**config.mk**
```make
export PLATFORM = sky130hd
export DESIGN_NAME = word_tx_serializer
export DESIGN_NICKNAME = d
export VERILOG_FILES = /design/src/rtl/word_tx_serializer.sv
export SDC_FILE = /design/constraint.sdc
export NUM_CORES = 1
export LEC_CHECK = 0
export BUFFER_PORTS_ARGS = -buffer_cell sky130_fd_sc_hd__buf_2
export CORE_UTILIZATION = 45
export CTS_BUF_LIST = sky130_fd_sc_hd__clkbuf_4 sky130_fd_sc_hd__clkbuf_8 sky130_fd_sc_hd__clkbuf_16
export CTS_CLUSTER_SIZE = 24
export DETAILED_ROUTE_END_ITERATION = 10
export GPL_TIMING_DRIVEN = 0
export PLACE_DENSITY = 0.69
export REMOVE_ABC_BUFFERS = 1
export SLEW_MARGIN = 20
export SYNTH_ARGS = -nofsm -noshare
export SYNTH_HDL_FRONTEND = slang
export SYNTH_SLANG_ARGS = --single-unit
export TNS_END_PERCENT = 5
```
**constraint.sdc**
```tcl
create_clock -name clk -period 2.6 [get_ports clk]
set_input_delay 0.13 -clock clk [delete_from_list [all_inputs] [get_ports clk]]
set_output_delay 0.13 -clock clk [all_outputs]
set_load 0.02 [all_outputs]
```
**src/rtl/word_tx_serializer.sv**
```systemverilog
`default_nettype none
// ============================================================================
//  Module      : word_tx_serializer
//  Description : Splits an NBITS debug word into DBIT-wide bytes and hands
//                them one at a time to a byte UART transmitter, waiting for
//                byte_done between bytes. Flags dropped requests as overrun.
//  Options     : define WORD_TX_MSB_FIRST_EN to send the most-significant
//                byte first (left shifts); default is least-significant first.
//  Revision    : 1.0 - initial release
// ============================================================================
module word_tx_serializer #(
  parameter int NBITS = 32,  // must be an integer multiple of DBIT
  parameter int DBIT  = 8
) (
  input  logic             clk,
  input  logic             rst,         // asynchronous, active-low
  input  logic             word_start,
  input  logic [NBITS-1:0] word_data,
  input  logic             byte_done,
  output logic             byte_start,
  output logic [DBIT-1:0]  byte_data,
  output logic             word_done,
  output logic             busy,
  output logic             overrun
);

  localparam int NBYTES = NBITS / DBIT;
  localparam int CNT_W  = (NBYTES > 1) ? $clog2(NBYTES) : 1;
  localparam logic [CNT_W-1:0] LAST_CNT = CNT_W'(NBYTES - 1);

  localparam logic [1:0] S_IDLE  = 2'd0;
  localparam logic [1:0] S_START = 2'd1;
  localparam logic [1:0] S_WAIT  = 2'd2;
  localparam logic [1:0] S_DONE  = 2'd3;

  logic [1:0]       state_q,   state_d;
  logic [NBITS-1:0] shreg_q,   shreg_d;
  logic [CNT_W-1:0] cnt_q,     cnt_d;
  logic             overrun_q, overrun_d;

  // Next-state, shift-register, byte-counter and overrun logic
  always_comb begin
    state_d   = state_q;
    shreg_d   = shreg_q;
    cnt_d     = cnt_q;
    overrun_d = overrun_q;
    case (state_q)
      S_IDLE: begin
        // A new word wins over any stray byte_done in the same cycle
        if (word_start) begin
          shreg_d   = word_data;
          cnt_d     = '0;
          overrun_d = 1'b0;
          state_d   = S_START;
        end
      end
      S_START: begin
        state_d = S_WAIT;
      end
      S_WAIT: begin
        if (byte_done) begin
          if (cnt_q == LAST_CNT) begin
            state_d = S_DONE;
          end else begin
            // Shift now so the next byte is on byte_data together with byte_start
`ifdef WORD_TX_MSB_FIRST_EN
            shreg_d = shreg_q << DBIT;
`else
            shreg_d = shreg_q >> DBIT;
`endif
            cnt_d   = cnt_q + CNT_W'(1);
            state_d = S_START;
          end
        end
      end
      default: begin  // S_DONE
        state_d = S_IDLE;
      end
    endcase
    // A request arriving while a word is in flight is dropped but remembered
    if (state_q != S_IDLE && word_start) begin
      overrun_d = 1'b1;
    end
  end

  // State registers with asynchronous active-low reset
  always_ff @(posedge clk or negedge rst) begin
    if (!rst) begin
      state_q   <= S_IDLE;
      shreg_q   <= '0;
      cnt_q     <= '0;
      overrun_q <= 1'b0;
    end else begin
      state_q   <= state_d;
      shreg_q   <= shreg_d;
      cnt_q     <= cnt_d;
      overrun_q <= overrun_d;
    end
  end

  // Outputs decode directly from registered state, so reset clears them at once
  assign byte_start = (state_q == S_START);
  assign word_done  = (state_q == S_DONE);
  assign busy       = (state_q != S_IDLE);
  assign overrun    = overrun_q;
`ifdef WORD_TX_MSB_FIRST_EN
  assign byte_data  = shreg_q[NBITS-1 -: DBIT];
`else
  assign byte_data  = shreg_q[DBIT-1:0];
`endif

endmodule
`default_nettype wire

```
==> metrics.yaml <==
status: "complete, no violations"
p_leak_nw: 1.06
pwr-share-clk_pct: 15.1
fin_skew_ps: 7.23
grt_pass1_vias: 1130
placed_cells: 225
ir_drop_mv: 0.458
drcViolationCount: 0
p_comb_share_pct: 45.1
hold_class: "in2reg"
drt_iter0_drc: 32
insertion_delay_ps: 280
crit_path_end_kind: "flop"
required_ps: 2770
area_growth_pct: 15.5
slew_violations: 0
synth_top_cell_by_area: "dfrtp_1"
grt_pass1_wl_um: 4930
die_y_um: 66.8
ys.warnings.count: 0
hpwl_um: 2190
synth_cells: 142
clockBufferDepth: 2
multi_input_area_um2: 797
worstRegToRegCells: 5
port_buffers: 47
grt_antenna_before_repair: 0
cp.arrival_ps: 2250
p_sw_share_pct: 33.6
maxCapViolations: 0
r2r_start: "cnt_q[0]$_DFFE_PN0P_"
netlist_area_um2: 1890
path_clk_slew_ps: 70
p_switching_mw: 0.866
cts_max_level: 2
max_freq_mhz: 479
grt_overflow: 0
startpoint_type: "flop"
cts_buffers: 5
whs_path_depth: 3
p_int_mw: 1.71
post-route-period-util_pct: 80.4
post_cts_buffers: 0
holdWs_ps: 85.2
r2r_slack_ps: 510
seqPwrFrac_pct: 39.8
fin_nets: 220
period_needed_ps: 2090
powerDensity_nw_per_um2: 1180
cp_max_fo: 20
track_usage_pct: 15.2
rsz0062_at_grt: "no"
timing_worst_setup_path_type: "reg2reg"
vias: 1133
ys_types: 21
coreArea_um2: 4000
synth_area_leaders: "dfrtp_1 (49%), mux2_2 (27%), mux2i_1 (4.2%), buf_4 (3.2%), mux2_4 (3.2%)"
synth_top_area_share_pct: 49.1
cts_tree: "yes"
clock_sinks: 37
min-delay-start: "word_data[30]"
vias_per_cell: 4.84
synth-seq-area-share_pct: 49.1
layout.cells.non_filler: 234
ys_ff_latch: 37
setup_viol: 0
hold_violations: 0
fill_cells: 358
seq_area_um2: 926
drt_pass1_iterations: 3
worst_pin_slew_ps: 827
cts-root-buf: "clkbuf_8"
initial_core_util_pct: 47.2
grt_start_max_net_pins: 38
die_x_um: 66.8
slew_headroom_pct: 44.9
hold_end: "shreg_q[30]$_DFFE_PN0P_"
dieArea_um2: 4460
wl_per_cell_um: 13.1
routabilityCongestion: 0.601
ant_nets: 0
pin_count: 48
drive_gt1_share_pct: 59.2
num_antenna_cells: 0
drt_wl_total_um: 3060
rr_endpoint: "shreg_q[18]$_DFFE_PN0P_"
rows: 23
avgSynthCellArea_um2: 13.3
-- registers in the layout (all words and copies together), names as in the netlist --
signal / flops
overrun: 1
state_q: 2
cnt_q: 2
shreg_q: 32
-- cell usage in the layout, fill, tap and decap left out --
cell type	count
clkbuf_4	1
buf_2	47
nand2b_1	1
nand2_1	9
dlygate4sd3_1	1
a21oi_4	1
or2_2	1
buf_16	1
nand2b_2	1
o21bai_1	1
nor2b_1	2
clkinv_2	2
dfrtp_1	37
mux2_2	46
nor2_1	2
inv_1	9
mux2i_1	8
a21oi_1	1
nand3b_1	1
mux2_4	4
and2_1	1
o22a_1	1
ha_1	1
clkbuf_8	5
-- Yosys cell counts --
cell type and number:
a21oi_1 1, a21oi_2 1, and2_1 1, buf_2 1, buf_4 8, buf_6 4
buf_8 2, dfrtp_1 37, ha_1 1, inv_1 9, mux2_2 46, mux2_4 4
mux2i_1 8, nand2_1 9, nand2b_1 2, nand3b_1 1, nor2_1 2, nor2b_1 2
o21bai_1 1, o22a_1 1, or2_2 1
-- cell type report --
cell class | count | area share (%)
flip-flops and latches | 37 | 42.5
multi-input cells | 81 | 36.6
repair buffers | 49 | 12.5
clock buffers | 6 | 3.50
well taps | 50 | 2.87
inverters | 9 | 1.55
clock inverters | 2 | 0.460
-- power by group through the flow --
stage | clock, mW | sequential [mW] | combinational [mW]
after floorplan | 0 | 1.08 | 0.802
after CTS | 0.402 | 1.03 | 1.18
final | 0.388 | 1.02 | 1.16
after detailed placement | 0 | 1.04 | 1.18
after global placement | 0 | 1.01 | 1.10
after global routing | 0.424 | 1.06 | 1.27
-- cell families after synthesis --
kind of cell | share of synthesized area [%]
simple gates | 4.58
mux | 34.9
flops | 49.1
fa+ha+maj | 0.663
buf+inv | 9.22
compound gates | 1.59
-- critical path, cell delays in order, from the launching register on --
cell,delay [ps]
dfrtp_1,400
ha_1,210
nand3b_1,210
a21oi_4,550
buf_16,240
mux2_2,350
-- through the flow --
stage	power (mW)	worst slack, ps	instance area [um2]	utilization, %	setup TNS [ps]
after floorplan	1.88	188	1750	-	0
after CTS	2.61	499	2180	54.5	0
after global placement	2.11	-168	2040	51.1	-3980
after detailed placement	2.22	509	2080	52.0	0
final	2.57	511	2180	54.5	0
after global routing	2.76	408	2180	54.5	0
-- per-layer routing --
layer | up-vias | share of wire, % | track usage (%)
li1 | 555 | - | -
met1 | 539 | 43 | 17.7
met2 | 33 | 50 | 25.5
met3 | 6 | 5.6 | 4.62
met4 | 0 | 1.6 | 6.38
met5 | - | 0 | 0
-- worst max path at each step --
stage	cells after the start	to	from	slack, ps
CTS	5	shreg_q[18]$_DFFE_PN0P_	cnt_q[0]$_DFFE_PN0P_	500
finish	5	shreg_q[18]$_DFFE_PN0P_	cnt_q[0]$_DFFE_PN0P_	510
detailed placement	5	shreg_q[18]$_DFFE_PN0P_	cnt_q[0]$_DFFE_PN0P_	510
floorplan	4	cnt_q[0]$_DFFE_PN0P_	cnt_q[0]$_DFFE_PN0P_	190
global placement	4	shreg_q[14]$_DFFE_PN0P_	cnt_q[0]$_DFFE_PN0P_	-170
global route	5	shreg_q[18]$_DFFE_PN0P_	cnt_q[0]$_DFFE_PN0P_	410
-- timing repair --
action,4_1_cts,5_1_grt
hold buffers,1,0
resized for setup,0,0
hold endpoints to repair,37,0
Power figures use the tool's default switching activity.
